[src/rtl/decode_pipe.sv]
// decode_pipe: registered decode stage (control, immediates, forwarding, branch compare, D/E reg).
// Define DECODE_SKID_EN to add a 1-entry skid buffer that breaks the out_ready -> in_ready path.

package decode_pipe_pkg;
    localparam int unsigned XLEN = 32;

    typedef struct packed {
        logic            regwrite;
        logic            memwrite;
        logic            memread;
        logic            imemwrite;
        logic            branchjump;
        logic [1:0]      branchop;
        logic [1:0]      src0sel;
        logic [1:0]      src1sel;
        logic [3:0]      aluop;
        logic [5:0]      rs0;
        logic [5:0]      rs1;
        logic [5:0]      rd;
        logic [XLEN-1:0] imm;
        logic [XLEN-1:0] pc;
    } inst_t;

    typedef struct packed {
        inst_t           inst;
        logic [XLEN-1:0] rdata0;
        logic [XLEN-1:0] rdata1;
        logic [XLEN-1:0] src0;
        logic [XLEN-1:0] src1;
        logic            taken;
    } stage_t;
endpackage

module decode_pipe #(
    // XLEN must match decode_pipe_pkg::XLEN, which sizes the pc/imm fields of inst_t.
    parameter int unsigned XLEN = decode_pipe_pkg::XLEN,
    parameter int unsigned NFWD = 2,
    localparam int unsigned SELW = $clog2(NFWD + 1)
) (
    input  logic                   clk,
    input  logic                   rst,
    input  logic                   in_valid,
    output logic                   in_ready,
    input  logic [XLEN-1:0]        in_pc,
    input  logic [31:0]            in_instr,
    output logic [5:0]             rs0,
    output logic [5:0]             rs1,
    input  logic [XLEN-1:0]        rs0data,
    input  logic [XLEN-1:0]        rs1data,
    input  logic [NFWD*XLEN-1:0]   fwd_data,
    input  logic [SELW-1:0]        fwd_sel0,
    input  logic [SELW-1:0]        fwd_sel1,
    input  logic                   flush,
    output logic                   out_valid,
    input  logic                   out_ready,
    output decode_pipe_pkg::inst_t out_inst,
    output logic [XLEN-1:0]        out_rdata0,
    output logic [XLEN-1:0]        out_rdata1,
    output logic [XLEN-1:0]        out_src0,
    output logic [XLEN-1:0]        out_src1,
    output logic                   out_taken
);
    localparam logic [6:0] OpLoad   = 7'b0000011;
    localparam logic [6:0] OpImem   = 7'b0001011;
    localparam logic [6:0] OpAluI   = 7'b0010011;
    localparam logic [6:0] OpAuipc  = 7'b0010111;
    localparam logic [6:0] OpStore  = 7'b0100011;
    localparam logic [6:0] OpAlu    = 7'b0110011;
    localparam logic [6:0] OpLui    = 7'b0110111;
    localparam logic [6:0] OpBranch = 7'b1100011;
    localparam logic [6:0] OpJalr   = 7'b1100111;
    localparam logic [6:0] OpJal    = 7'b1101111;
    // Bank flag of the 6-bit register address; this core only has the integer bank.
    localparam logic IntBank = 1'b0;

    logic [6:0]  opcode;
    logic [2:0]  funct3;
    logic [31:0] imm_i, imm_s, imm_b, imm_u, imm_j, imm32;
    decode_pipe_pkg::inst_t  dec;
    decode_pipe_pkg::stage_t front;
    logic [XLEN-1:0] rdata0, rdata1, src0, src1;
    logic eq, lt, is_unsigned, taken;
    logic hazard, fire_in;

    assign opcode = in_instr[6:0];
    assign funct3 = in_instr[14:12];
    assign rs0    = {IntBank, in_instr[19:15]};
    assign rs1    = {IntBank, in_instr[24:20]};

    assign imm_i = {{20{in_instr[31]}}, in_instr[31:20]};
    assign imm_s = {{20{in_instr[31]}}, in_instr[31:25], in_instr[11:7]};
    assign imm_b = {{19{in_instr[31]}}, in_instr[31], in_instr[7], in_instr[30:25],
                    in_instr[11:8], 1'b0};
    assign imm_u = {in_instr[31:12], 12'b0};
    assign imm_j = {{11{in_instr[31]}}, in_instr[31], in_instr[19:12], in_instr[20],
                    in_instr[30:21], 1'b0};

    always_comb begin
        dec          = '0;
        imm32        = imm_i;
        dec.rs0      = rs0;
        dec.rs1      = rs1;
        dec.rd       = {IntBank, in_instr[11:7]};
        dec.pc       = in_pc;
        dec.branchop = {funct3[2], funct3[0]};
        case (opcode)
            OpAlu: begin
                dec.regwrite = 1'b1;
                dec.aluop    = {in_instr[30], funct3};
            end
            OpAluI: begin
                dec.regwrite = 1'b1;
                dec.src1sel  = 2'd2;
                dec.aluop    = {(funct3 == 3'b101) && in_instr[30], funct3};
            end
            OpLoad: begin
                dec.regwrite = 1'b1;
                dec.memread  = 1'b1;
                dec.src1sel  = 2'd2;
            end
            OpStore: begin
                dec.memwrite = 1'b1;
                dec.src1sel  = 2'd2;
                imm32        = imm_s;
            end
            OpImem: begin
                dec.imemwrite = 1'b1;
                dec.src1sel   = 2'd2;
                imm32         = imm_s;
            end
            OpBranch: begin
                // ALU computes the target pc+imm; the compare runs on the register operands.
                dec.branchjump = 1'b1;
                dec.src0sel    = 2'd2;
                dec.src1sel    = 2'd2;
                imm32          = imm_b;
            end
            OpJal, OpJalr: begin
                dec.regwrite   = 1'b1;
                dec.branchjump = 1'b1;
                dec.src0sel    = 2'd2;
                dec.src1sel    = 2'd1;
                imm32          = (opcode == OpJal) ? imm_j : imm_i;
            end
            OpLui, OpAuipc: begin
                dec.regwrite = 1'b1;
                dec.src0sel  = (opcode == OpLui) ? 2'd1 : 2'd2;
                dec.src1sel  = 2'd2;
                imm32        = imm_u;
            end
            default: ;
        endcase
        dec.imm = imm32;
    end

    // Select k (1..NFWD) picks source k-1; 0 and out-of-range selects fall back to the regfile.
    always_comb begin
        rdata0 = rs0data;
        rdata1 = rs1data;
        for (int k = 0; k < NFWD; k++) begin
            if (fwd_sel0 == SELW'(k + 1)) rdata0 = fwd_data[k*XLEN +: XLEN];
            if (fwd_sel1 == SELW'(k + 1)) rdata1 = fwd_data[k*XLEN +: XLEN];
        end
    end

    always_comb begin
        case (dec.src0sel)
            2'd0:    src0 = rdata0;
            2'd2:    src0 = in_pc;
            default: src0 = '0;
        endcase
        case (dec.src1sel)
            2'd0:    src1 = rdata1;
            2'd1:    src1 = XLEN'(4);
            2'd2:    src1 = dec.imm;
            default: src1 = '0;
        endcase
    end

    assign is_unsigned = (opcode == OpBranch) && in_instr[13];
    assign eq = (rdata0 == rdata1);
    assign lt = is_unsigned ? (rdata0 < rdata1) : ($signed(rdata0) < $signed(rdata1));

    always_comb begin
        case (dec.branchop)
            2'b00:   taken = eq;
            2'b01:   taken = !eq;
            2'b10:   taken = lt;
            default: taken = !lt;
        endcase
    end

    always_comb begin
        front        = '0;
        front.inst   = dec;
        front.rdata0 = rdata0;
        front.rdata1 = rdata1;
        front.src0   = src0;
        front.src1   = src1;
        front.taken  = taken;
    end

    function automatic logic load_use(input decode_pipe_pkg::inst_t e, input logic [5:0] a,
                                      input logic [5:0] b);
        return e.memread && (e.rd != 6'd0) && ((e.rd == a) || (e.rd == b));
    endfunction

    decode_pipe_pkg::stage_t out_q, out_d;
    logic out_valid_q, out_valid_d, out_load;

    assign fire_in = in_valid && in_ready;

`ifdef DECODE_SKID_EN
    decode_pipe_pkg::stage_t skid_q;
    logic skid_valid_q, skid_valid_d, skid_load;

    assign hazard = (out_valid_q && load_use(out_q.inst, rs0, rs1)) ||
                    (skid_valid_q && load_use(skid_q.inst, rs0, rs1));
    assign in_ready = !skid_valid_q && !hazard && !flush;

    always_comb begin
        out_valid_d  = out_valid_q;
        out_d        = front;
        out_load     = 1'b0;
        skid_valid_d = skid_valid_q;
        skid_load    = 1'b0;
        if (flush) begin
            out_valid_d  = 1'b0;
            skid_valid_d = 1'b0;
        end else if (!out_valid_q || out_ready) begin
            if (skid_valid_q) begin
                out_d        = skid_q;
                out_load     = 1'b1;
                out_valid_d  = 1'b1;
                skid_valid_d = 1'b0;
            end else begin
                out_load    = fire_in;
                out_valid_d = fire_in;
            end
        end else if (fire_in) begin
            skid_load    = 1'b1;
            skid_valid_d = 1'b1;
        end
    end

    always_ff @(posedge clk) begin
        if (rst) begin
            skid_valid_q <= 1'b0;
        end else begin
            skid_valid_q <= skid_valid_d;
            if (skid_load) skid_q <= front;
        end
    end
`else
    assign hazard   = out_valid_q && load_use(out_q.inst, rs0, rs1);
    assign in_ready = (!out_valid_q || out_ready) && !hazard && !flush;

    always_comb begin
        out_d    = front;
        out_load = fire_in;
        if (flush)          out_valid_d = 1'b0;
        else if (fire_in)   out_valid_d = 1'b1;
        else if (out_ready) out_valid_d = 1'b0;
        else                out_valid_d = out_valid_q;
    end
`endif

    always_ff @(posedge clk) begin
        if (rst) begin
            out_valid_q              <= 1'b0;
            out_q.inst.regwrite      <= 1'b0;
            out_q.inst.memwrite      <= 1'b0;
            out_q.inst.memread       <= 1'b0;
            out_q.inst.imemwrite     <= 1'b0;
            out_q.inst.branchjump    <= 1'b0;
            out_q.taken              <= 1'b0;
        end else begin
            out_valid_q <= out_valid_d;
            if (out_load) out_q <= out_d;
        end
    end

    assign out_valid  = out_valid_q;
    assign out_inst   = out_q.inst;
    assign out_rdata0 = out_q.rdata0;
    assign out_rdata1 = out_q.rdata1;
    assign out_src0   = out_q.src0;
    assign out_src1   = out_q.src1;
    assign out_taken  = out_q.taken;
endmodule

[config.mk]
export PLATFORM = sky130hd
export DESIGN_NAME = decode_pipe
export DESIGN_NICKNAME = d
export VERILOG_FILES = /design/src/rtl/decode_pipe.sv
export SDC_FILE = /design/constraint.sdc
export NUM_CORES = 1
export LEC_CHECK = 0
export ABC_CLOCK_PERIOD_IN_PS = 29400
export CAP_MARGIN = 30
export CORE_AREA = 2 2 171 173
export DETAILED_ROUTE_END_ITERATION = 10
export DIE_AREA = 0 0 173 175
export HOLD_SLACK_MARGIN = 0.03
export PLACE_DENSITY = 0.74
export SLEW_MARGIN = 0
export SYNTH_ARGS = -nofsm -noshare
export SYNTH_HDL_FRONTEND = slang
export SYNTH_SLANG_ARGS = --single-unit
[constraint.sdc]
create_clock -name clk -period 29.4 [get_ports clk]
set_input_delay 4.41 -clock clk [delete_from_list [all_inputs] [get_ports clk]]
set_output_delay 4.41 -clock clk [all_outputs]
set_load 0.03 [all_outputs]
==> metrics.md, run 1 <==
| Metric | Value |
|---|---|
| Cts repair resizes | 0 |
| R2R depth | 9 |
| Slew @ Worst Pin | 888.0 ps |
| Antenna cells | 0 |
| DR vias/cell | 5.368 |
| DR iter-0 viols | 544 |
| Final Net Count | 1549 |
| Leak Pwr | 6.259 nW |
| Clock transition at path regs | 60 ps |
| Hold path depth | 2 |
| Syn Area/Cell | 12.30 µm² |
| Total Power | 0.8245 mW |
| HP Class | reg -> reg |
| Clock Tree Buf Depth | 3 |
| Total gr overflow | 0 |
| Synthesized instance count | 915 |
| Synth area leaders | edfxtp_1, mux2i_1, a211oi_1, a21oi_1, ha_1 |
| Reg-to-reg critical path endpoint | out_inst[23]$_DFFE_PP_ |
| H-tree levels | 1 |
| Yosys top cell by area | edfxtp_1 |
| First-pass GRT wire length | 56990 µm |
| Worst r2r src | out_inst[64]$_DFFE_PP_ |
| Max Slew Vio Count | 0 |
| Initial DRT Pass Iterations | 6 |
| Number of I/O port buffers | 435 |
| Full die area | 30280 µm² |
| P&R area growth vs syn | 47.94% |
| Minimum clock period | 10960 ps |
| Root buffer cell | clkbuf_16 |
| Status | completed |
| Tcrit/Tclk final | 37.29% |
| Max-Cap Viols | 0 |
| Top Family by Delay on Critical Path | buffers and inverters |
| Top-count cell post-synth | edfxtp_1 |
| Initial antenna violation count | 0 |
| Crit. End Element | output pin |
| Number of flops mapped to enable cells by yosys | 217 |
| Post-CTS Setup Bufs | 0 |
| Hpwl dp | 29680 µm |
| Fmax | 91.23 MHz |
| Post-synthesis register bit count | 224 |
| CP bufs+invs | 2 |
| DRT antenna net count | 0 |
| Fin. Hold Viols | 0 |
| Clk_skew | 8.739 ps |
| Yosys cell types | 55 |
| Worst vdd ir | 0.03778 mV |
| Routed WL | 39060 µm |
| Synthesized cell area | 11260 µm² |
| Cell Rows | 62 |
| Synthesis Warnings | 0 |
| Initial core utilization | 39.65% |
| Die width | 173 µm |
| CTS Sinks | 224 |
| DR vias | 9227 |
| Vias in the first global route | 9185 |
| Top cell by count, worst path | clkdlybuf4s50_1 |
| Layout cell share with drive strength beyond 1 | 4.794% |
| Crit path max fanout | 6 |
| WS Path Type | in -> out |
| HP Start | out_inst[92]$_SDFFE_PP0P_ |
| Post-synth top cells | edfxtp_1, a21oi_1, mux2i_1, a211oi_1, nor2b_1 |
| Main synth FF type | edfxtp_1 |
| Setup Total Neg Slack | 0 ps |
| Register area share after synthesis | 59.13% |
| PwrDens | 49.51 nW/µm² |
| CORE AREA | 28390 µm² |
| CTS tree | built |
| Die Y | 175 µm |
| Yosys top cell area share | 57.89% |
| Critical Path AT | 6550 ps |
| Worst hold endpoint | out_inst[92]$_SDFFE_PP0P_ |
| Clk Latency, worst-skew pair | 530 ps |
| Setup violators final | 0 |
| Worst Setup Start Kind | primary input |
| Final estimated routing congestion in global placement | 0.9010 |
| CTS Hold Bufs | 0 |
| Max-slew headroom | 40.74% |
| Slowest-stage cell, CP | clkdlybuf4s50_1 |
| Critical Path, Cell by Cell | clkdlybuf4s50_1, xor2_1, nor3_1, a22oi_1, o21ai_0, a21oi_1, clkdlybuf4s50_1 |
| Largest net degree at the start of global routing | 74 |
| GRT Total Usage | 24.79% |
| DR WL/cell | 22.72 µm |
| DRC errors left | 0 |
| CP max stage delay | 600 ps |
| Worst EP required | 24990 ps |
| RSZ-0062 raised after global routing | false |
| IO Count | 441 |
| Reg2reg setup slack | 26100 ps |
| Num CTS Buffers | 25 |
| Ys async rst share | 0% |
==> worst register-to-register path: stages, from the launching register on <==
cell      delay, ps
edfxtp_1        470
or4_1           530
o21ai_0         140
o21ai_0         140
a211oi_1        300
buf_4           250
nor2b_4         200
buf_12          230
buf_4           270
buf_16          320
==> cell families after synthesis <==
family	share of synthesized area, %
flip-flops	59.13
buffers and inverters	4.813
AO/OA/AOI/OAI	16.19
adder cells (fa/ha/maj)	3.557
other	0.03331
AND/OR/NAND/NOR	9.170
XOR/XNOR	0.8558
multiplexers	6.246
==> worst max path at each step <==
stage,from,end,slack [ps],cells past startpoint
final,in_instr[20],in_ready,18440,7
after global routing,in_instr[20],in_ready,18340,7
after detailed placement,in_instr[20],in_ready,18450,7
after floorplan,in_instr[18],out_inst[0]$_DFFE_PP_,13710,7
after global placement,in_instr[20],in_ready,18580,7
after CTS,in_instr[20],in_ready,18450,7
==> power by group <==
group	internal, mW	total (mW)	leakage, nW	switching (mW)
sequential	0.365	0.368	2.06	0.00290
clock	0.164	0.294	0.373	0.129
combinational	0.0715	0.163	3.83	0.0912
==> flip-flops by register name (all words and copies together) (netlist names) <==
name and count:
out_src1 32, out_taken 1, out_valid 1, out_inst 94, out_rdata1 32, out_rdata0 32, out_src0 32
==> metal layers <==
layer  part of all wire (%)  routed length, µm  up-vias  track usage, %
met5                      0                  0        -               0
met3                    7.4               2908       72           6.419
met2                     52              20180      402           44.72
met1                     38              14660     4466           28.46
met4                    3.4               1311        0           8.722
li1                       -                  -     4287               -
==> through the flow <==
stage / util [%] / hold slack (ps) / setup WS, ps / instances / area (µm²)
6_report: 58.66 / 505.5 / 18440 / 1719 / 16650
5_1_grt: 58.66 / 524.7 / 18340 / 1719 / 16650
4_1_cts: 58.58 / 502.4 / 18450 / 1718 / 16630
3_5_place_dp: 55.91 / 488.6 / 18450 / 1672 / 15870
3_3_place_gp: 55.80 / 474.3 / 18580 / 1670 / 15840
2_1_floorplan: - / 615.7 / 13710 / 919 / 11270
==> area by class of cell <==
type / instances / area (µm²)
fillers: 2347 / 11740
flip-flops and latches: 224 / 6656
repair buffers: 450 / 4481
multi-input cells: 569 / 4104
clock buffers: 26 / 629.4
well taps: 384 / 480.5
inverters: 46 / 172.7
clock inverters: 20 / 130.1
==> cell usage in the layout, fill, tap and decap left out, types with 16 or more instances in the layout <==
cell / netlist / routed
a21o_1: 26 / 26
a211oi_1: 64 / 64
nor2b_1: 64 / 63
mux2i_1: 68 / 68
nand2_1: 33 / 33
nor2_1: 18 / 18
a22o_1: 37 / 37
clkdlybuf4s50_1: 0 / 431
edfxtp_1: 217 / 217
o21ai_0: 16 / 16
inv_1: 46 / 45
clkbuf_16: 0 / 25
ha_1: 32 / 32
nor3_1: 18 / 18
a21oi_1: 80 / 79
Note: power is estimated with default switching activity, not from simulation.
==> run 2: changes to the inputs <==
==> config.mk (replaced) <==
export PLATFORM = sky130hd
export DESIGN_NAME = decode_pipe
export DESIGN_NICKNAME = d
export VERILOG_FILES = /design/src/rtl/decode_pipe.sv
export SDC_FILE = /design/constraint.sdc
export NUM_CORES = 1
export LEC_CHECK = 0
export ABC_CLOCK_PERIOD_IN_PS = 10250
export CAP_MARGIN = 30
export CORE_AREA = 2 2 173 175
export DETAILED_ROUTE_END_ITERATION = 10
export DIE_AREA = 0 0 175 177
export HOLD_SLACK_MARGIN = 0.03
export PLACE_DENSITY = 0.72
export SLEW_MARGIN = 0
export SYNTH_ARGS = -nofsm -noshare
export SYNTH_HDL_FRONTEND = slang
export SYNTH_SLANG_ARGS = --single-unit
==> constraint.sdc (replaced) <==
create_clock -name clk -period 10.25 [get_ports clk]
set_input_delay 1.5375 -clock clk [delete_from_list [all_inputs] [get_ports clk]]
set_output_delay 1.5375 -clock clk [all_outputs]
set_load 0.03 [all_outputs]
==> run 2 against run 1 <==
  * Sequential share of layout area fell by 0.27 points
  * Clock skew rose by 11 ps
  * Clock power rose to 3.2 times the previous value
  * Sequential cell count did not move
  * Sequential power rose to 2.9 times the previous value
  * Combinational power rose to 2.9 times the previous value
  * Largest power group unchanged
  * Power rose to 3.0 times the previous value
  * Critical path type is now in -> reg
==> metrics.md, run 2 (same netlist as run 1, synthesis figures left out) <==
| Metric | Value |
|---|---|
| Crit. End Element | register |
| P&R area growth vs syn | 48.96% |
| Fmax | 187.9 MHz |
| Max-Cap Viols | 0 (unchanged) |
| Root buffer cell | clkbuf_16 |
| Power share of the clock group | 38.2% (+2.6 points) |
| Most frequent cells in the layout | clkdlybuf4s50_1, edfxtp_1, a21oi_1, mux2i_1, a211oi_1 |
| Highest routing layer actually used | met5 |
| CTS Hold Bufs | 0 (unchanged) |
| Max Slew Vio Count | 0 (unchanged) |
| Final cell count without fillers | 1727 (+0.47%) |
| Final estimated routing congestion in global placement | 0.8290 (-8.0%) |
| Full die area | 30980 µm² (+2.3%) |
| Most common cell after layout, fill and taps aside | clkdlybuf4s50_1 |
| H-tree levels | 1 (unchanged) |
| Clk Latency, worst-skew pair | 550 ps (+20 ps) |
| DR vias | 9156 (-0.77%) |
| Slowest-stage cell, CP | buf_4 |
| Fin. Hold Viols | 0 (unchanged) |
| Worst Setup Start Kind | primary input |
| Clock transition at path regs | 60 ps (about the same) |
| DR iter-0 viols | 721 (+33%) |
| Hpwl dp | 29860 µm (+0.60%) |
| Setup violators final | 0 (unchanged) |
| RSZ-0062 raised after global routing | false |
| Minimum clock period | 5323 ps |
| CTS Sinks | 224 (unchanged) |
| Final Net Count | 1549 (unchanged) |
| First-pass GRT wire length | 56520 µm (-0.81%) |
| Status | completed |
| Clk_skew | 19.36 ps (+10.62 ps) |
| Largest net degree at the start of global routing | 79 (+6.8%) |
| Switch share | 26.66% (-0.42 points) |
| Met1 Wirelength | 14940 µm (+1.9%) |
| Initial DRT Pass Iterations | 5 (-1) |
| Leak Pwr | 6.310 nW (+0.80%) |
| Vias in the first global route | 9227 (+0.46%) |
| CTS tree | built |
| IO Count | 441 (unchanged) |
| Tcrit/Tclk final | 51.93% |
| Die width | 175 µm (+1.2%) |
| CP max stage delay | 640 ps (+40 ps) |
| Post-CTS Setup Bufs | 0 (unchanged) |
| GRT Total Usage | 24.41% (-0.38 points) |
| Number of I/O port buffers | 435 (unchanged) |
| Die Y | 177 µm (+1.1%) |
| Internal power | 1.808 mW (+200%) |
| Cts repair resizes | 0 (unchanged) |
| Filler cell count | 2412 (+2.8%) |
| Register area | 6656 µm² (unchanged) |
| Critical Path AT | 5750 ps (-800 ps) |
| Num CTS Buffers | 25 (unchanged) |
| DRT antenna net count | 0 (unchanged) |
| Setup Total Neg Slack | 0 ps (unchanged) |
| Area occupied by multi-input gates | 4104 µm² (unchanged) |
| Layout cell share with drive strength beyond 1 | 5.243% (+0.45 points) |
| Comb pwr share | 18.9% (-0.8 points) |
| DP Area | 15850 µm² (-0.13%) |
| DR WL/cell | 22.91 µm (+0.84%) |
| HP Class | reg -> reg |
| CP bufs+invs | 2 (unchanged) |
| Initial antenna violation count | 5 (+5) |
| Clock Tree Buf Depth | 3 (unchanged) |
| Placed cells | 1677 (+0.30%) |
| Met2 wire len | 19580 µm (-3.0%) |
| Worst EP required | 10680 ps (-14310 ps) |
| Sequential Power Share | 42.9% (-1.8 points) |
| Critical Path, Cell by Cell | buf_4, buf_4, nor2b_1, a211oi_1, a21oi_1, ha_1, nand4_1, or4_4, a2111oi_0, a2111oi_0, a211oi_1, nor4b_1, or3_1 |
| Worst vdd ir | 0.09384 mV (+150%) |
| PwrDens | 147.0 nW/µm² (+200%) |
| CORE AREA | 29240 µm² (+3.0%) |
| Crit path max fanout | 57 (+51) |
| Final instance area | 16770 µm² (+0.69%) |
| Initial core utilization | 38.49% (-1.2 points) |
| Max-slew headroom | 42.08% (+1.3 points) |
| Slew @ Worst Pin | 865.5 ps (-22.44 ps) |
| Cell Rows | 63 (+1.6%) |
| Smallest hold slack | 508.3 ps (+2.791 ps) |
| WS Path Type | in -> reg |
| Routed WL | 39570 µm (+1.3%) |
| Top Family by Delay on Critical Path | compound AO/OA/AOI/OAI gates |
| Max FFs per register | 94 (unchanged) |
| DRC errors left | 0 (unchanged) |
| Routed wl met3 | 3362 µm (+16%) |
| Total gr overflow | 0 (unchanged) |
| DR vias/cell | 5.302 (-1.2%) |
| Psw | 0.6574 mW (+190%) |
[run 2: cell count changes in the layout (fill, tap and decap cells not counted), sizes merged]
cell,previous run,this run
clkinv,16,8
clkbuf,26,30
bufinv,1,4
clkinvlp,1,3
diode,0,2
inv,48,47
[run 2: final cells by class]
type	instances	share of cell area, %
antenna	2	0.02985
tap	390	2.910
clock buffer	30	3.843
multi-input combinational	569	24.47
clock inverter	16	1.254
inverter	46	1.030
timing repair buffer	450	26.76
sequential	224	39.70
[run 2: worst paths after layout]
| path | startpoint | end | slack (ps) | cells after the start |
|---|---|---|---|---|
| setup / recovery | fwd_sel0[0] | out_taken$_SDFFE_PP0P_ | 4930 | 13 |
| hold / removal | out_inst[93]$_SDFFE_PP0P_ | out_inst[93]$_SDFFE_PP0P_ | 510 | 2 |
| setup reg to reg | out_inst[64]$_DFFE_PP_ | out_rdata0[26]$_DFFE_PP_ | 6340 | 9 |
| hold reg to reg | out_inst[93]$_SDFFE_PP0P_ | out_inst[93]$_SDFFE_PP0P_ | 510 | 2 |
[run 2: power groups by stage]
| stage | Clock (mW) | Combinational [mW] | Sequential, mW |
|---|---|---|---|
| after detailed placement | 0 | 0.464 | 1.08 |
| after global routing | 0.991 | 0.501 | 1.06 |
| final | 0.943 | 0.465 | 1.06 |
| after global placement | 0 | 0.456 | 1.08 |
| after CTS | 0.964 | 0.466 | 1.06 |
| after floorplan | 0 | 0.191 | 1.14 |
[run 2: per-layer routing]
metal | track usage, % | vias up
met4 | 10.49 | 4
met3 | 6.959 | 90
met2 | 42.69 | 432
li1 | - | 4294
met5 | 0 | -
met1 | 27.98 | 4336
[run 2: worst min-delay path, delay by kind of cell, from the launching register on]
family	cells	cell delay, ps
DFF	1	330
muxes	1	70
and+or+nand+nor	1	70
[run 2: stage by stage]
step	setup slack, ps	power (mW)	util, %
after floorplan	1631	1.328	-
after global placement	4550	1.533	54.20
after detailed placement	4382	1.541	54.21
after CTS	4957	2.488	57.13
after global routing	4592	2.552	57.33
final	4927	2.466	57.34
==> run 3: changes to the inputs <==
--- a/config.mk
+++ b/config.mk
@@ -5,7 +5,7 @@
 export SDC_FILE = /design/constraint.sdc
 export NUM_CORES = 1
 export LEC_CHECK = 0
-export ABC_CLOCK_PERIOD_IN_PS = 10250
+export ABC_CLOCK_PERIOD_IN_PS = 5500
 export CAP_MARGIN = 30
 export CORE_AREA = 2 2 173 175
 export DETAILED_ROUTE_END_ITERATION = 10
==> constraint.sdc (replaced) <==
create_clock -name clk -period 5.5 [get_ports clk]
set_input_delay 0.825 -clock clk [delete_from_list [all_inputs] [get_ports clk]]
set_output_delay 0.825 -clock clk [all_outputs]
set_load 0.03 [all_outputs]
==> run 3 against run 2 <==
  * Global-route usage about the same
  * Cell count increased by 0.12%
  * Critical path depth decreased by 1
  * Final area decreased by 0.44%
  * Sequential power increased by 86%
  * Largest cell class unchanged
==> metrics.md, run 3 (same netlist as run 1, synthesis figures left out) <==
| Metric | Value |
|---|---|
| RSZ-0062 raised after global routing | false |
| DRT antenna net count | 0 (unchanged) |
| Clk_skew | 8.278 ps (-11.09 ps) |
| GRT Total Usage | 24.39% (-0.026 points) |
| Full die area | 30980 µm² (unchanged) |
| Total gr overflow | 0 (unchanged) |
| H-tree levels | 1 (unchanged) |
| CTS Hold Bufs | 0 (unchanged) |
| DRC errors left | 0 (unchanged) |
| Vias in the first global route | 9053 (-1.9%) |
| Final instance area | 16690 µm² (-0.44%) |
| CTS tree | built |
| Hpwl dp | 30530 µm (+2.3%) |
| Max Slew Vio Count | 0 (unchanged) |
| Largest net degree at the start of global routing | 80 (+1.3%) |
| Initial antenna violation count | 1 (-4) |
| Routed WL | 39480 µm (-0.22%) |
| Comb pwr share | 20.0% (+1.1 points) |
| Number of I/O port buffers | 435 (unchanged) |
| DR WL/cell | 22.83 µm (-0.33%) |
| Tcrit/Tclk final | 74.63% |
| Die Y | 177 µm (unchanged) |
| Clk Latency, worst-skew pair | 520 ps (-30 ps) |
| Power share of the clock group | 35.1% (-3.1 points) |
| Max-slew headroom | 35.98% (-6.1 points) |
| CP max stage delay | 590 ps (-50 ps) |
| Final Net Count | 1556 (+0.45%) |
| Switch share | 26.65% (about the same) |
| Fin. Hold Viols | 0 (unchanged) |
| Status | completed |
| WS Path Type | in -> reg |
| Setup Total Neg Slack | 0 ps (unchanged) |
| Setup violators final | 0 (unchanged) |
| Internal power | 3.211 mW (+78%) |
| Psw | 1.167 mW (+78%) |
| Root buffer cell | clkbuf_16 |
| Die width | 175 µm (unchanged) |
| Leak Pwr | 6.292 nW (-0.27%) |
| DR vias/cell | 5.332 (+0.57%) |
| Smallest hold slack | 494.5 ps (-13.73 ps) |
| Layout cell share with drive strength beyond 1 | 5.377% (+0.13 points) |
| CORE AREA | 29240 µm² (unchanged) |
| Register area | 6656 µm² (unchanged) |
| Minimum clock period | 4105 ps |
| Clock transition at path regs | 60 ps (about the same) |
| Post-CTS Setup Bufs | 0 (unchanged) |
| IO Count | 441 (unchanged) |
| Most common cell after layout, fill and taps aside | clkdlybuf4s50_1 |
| DR vias | 9219 (+0.69%) |
| Max-Cap Viols | 0 (unchanged) |
| Worst Setup Start Kind | primary input |
| Worst EP required | 5900 ps (-4780 ps) |
| Critical Path, Cell by Cell | buf_2, buf_4, a211oi_1, a21oi_1, ha_1, nand4_2, or4_4, a2111oi_0, a2111oi_0, a211oi_1, nor4b_1, or3_1 |
| Max FFs per register | 94 (unchanged) |
| Sequential Power Share | 45.0% (+2.1 points) |
| Crit. End Element | register |
| P&R area growth vs syn | 48.31% |
| Cts repair resizes | 0 (unchanged) |
| Fmax | 243.6 MHz |
| DP Area | 15960 µm² (+0.66%) |
| CP bufs+invs | 2 (unchanged) |
| Slew @ Worst Pin | 960.4 ps (+94.80 ps) |
| Worst vdd ir | 0.2094 mV (+120%) |
| Final estimated routing congestion in global placement | 0.8962 (+8.1%) |
| HP Class | reg -> reg |
| CTS Sinks | 224 (unchanged) |
| Antenna cells | 0 (-2) |
| Top Family by Delay on Critical Path | simple AND/OR/NAND/NOR gates |
| Most frequent cells in the layout | clkdlybuf4s50_1, edfxtp_1, a21oi_1, mux2i_1, a211oi_1 |
| Slowest-stage cell, CP | buf_2 |
| First-pass GRT wire length | 56660 µm (+0.23%) |
| Cell Rows | 63 (unchanged) |
| Num CTS Buffers | 25 (unchanged) |
| Clock Tree Buf Depth | 3 (unchanged) |
| Critical Path AT | 4510 ps (-1240 ps) |
| Crit path max fanout | 39 (-32%) |
| Filler cell count | 2419 (+0.29%) |
| Initial DRT Pass Iterations | 5 (unchanged) |
| DR iter-0 viols | 749 (+3.9%) |
| Initial core utilization | 38.49% (unchanged) |
| Area occupied by multi-input gates | 4104 µm² (unchanged) |
| PwrDens | 262.3 nW/µm² (+78%) |
run 3: changes by cell type in the layout (fill, tap and decap cells not counted), sizes merged:
cell	change
clkinvlp	-3
buf	+7
bufinv	-3
inv	-1
clkinv	+6
diode	-2
clkbuf	-2
run 3: cell type report:
cell class	instances	area share, %
clock buffer	28	3.815
clock inverter	15	0.5921
inverter	46	1.034
multi-input combinational	569	24.58
sequential	224	39.87
tap	390	2.923
timing repair buffer	457	27.18
run 3: final timing paths:
| check | startpoint | to | slack, ps | cells after the start |
|---|---|---|---|---|
| min | out_inst[95]$_SDFFE_PP0P_ | out_inst[95]$_SDFFE_PP0P_ | 490 | 2 |
| max reg2reg | out_inst[67]$_DFFE_PP_ | out_src0[24]$_DFFE_PP_ | 2430 | 7 |
| min reg2reg | out_inst[95]$_SDFFE_PP0P_ | out_inst[95]$_SDFFE_PP0P_ | 490 | 2 |
| max | fwd_sel0[1] | out_taken$_SDFFE_PP0P_ | 1400 | 12 |
run 3: routing by layer:
layer,wire (µm),vias to the layer above,track usage [%],share of wire [%]
li1,-,4299,-,-
met1,15330,4427,29.20,39
met2,19970,439,43.51,51
met3,3066,54,5.906,7.8
met4,1115,0,7.222,2.8
met5,0,-,0,0
run 3: worst min-delay path, delay by kind of cell, from the launching register on:
family | cells | cell delay, ps
DFF | 1 | 320
and+or+nand+nor | 1 | 70
muxes | 1 | 60
run 3: stage by stage:
stage,power [mW],worst slack [ps],util (%),instances
floorplan,2.471,3.408,-,919
global placement,2.864,880.3,54.56,1685
detailed placement,2.877,849.7,54.57,1686
CTS,4.418,1403,57.09,1729
global route,4.537,1121,57.09,1729
finish,4.379,1395,57.09,1729
run 3: power by group through the flow:
| stage | clock (mW) | sequential [mW] | combinational (mW) |
|---|---|---|---|
| after global placement | 0 | 2.00 | 0.860 |
| final | 1.53 | 1.97 | 0.874 |
| after global routing | 1.63 | 1.97 | 0.937 |
| after floorplan | 0 | 2.11 | 0.356 |
| after detailed placement | 0 | 2.01 | 0.872 |
| after CTS | 1.57 | 1.97 | 0.876 |
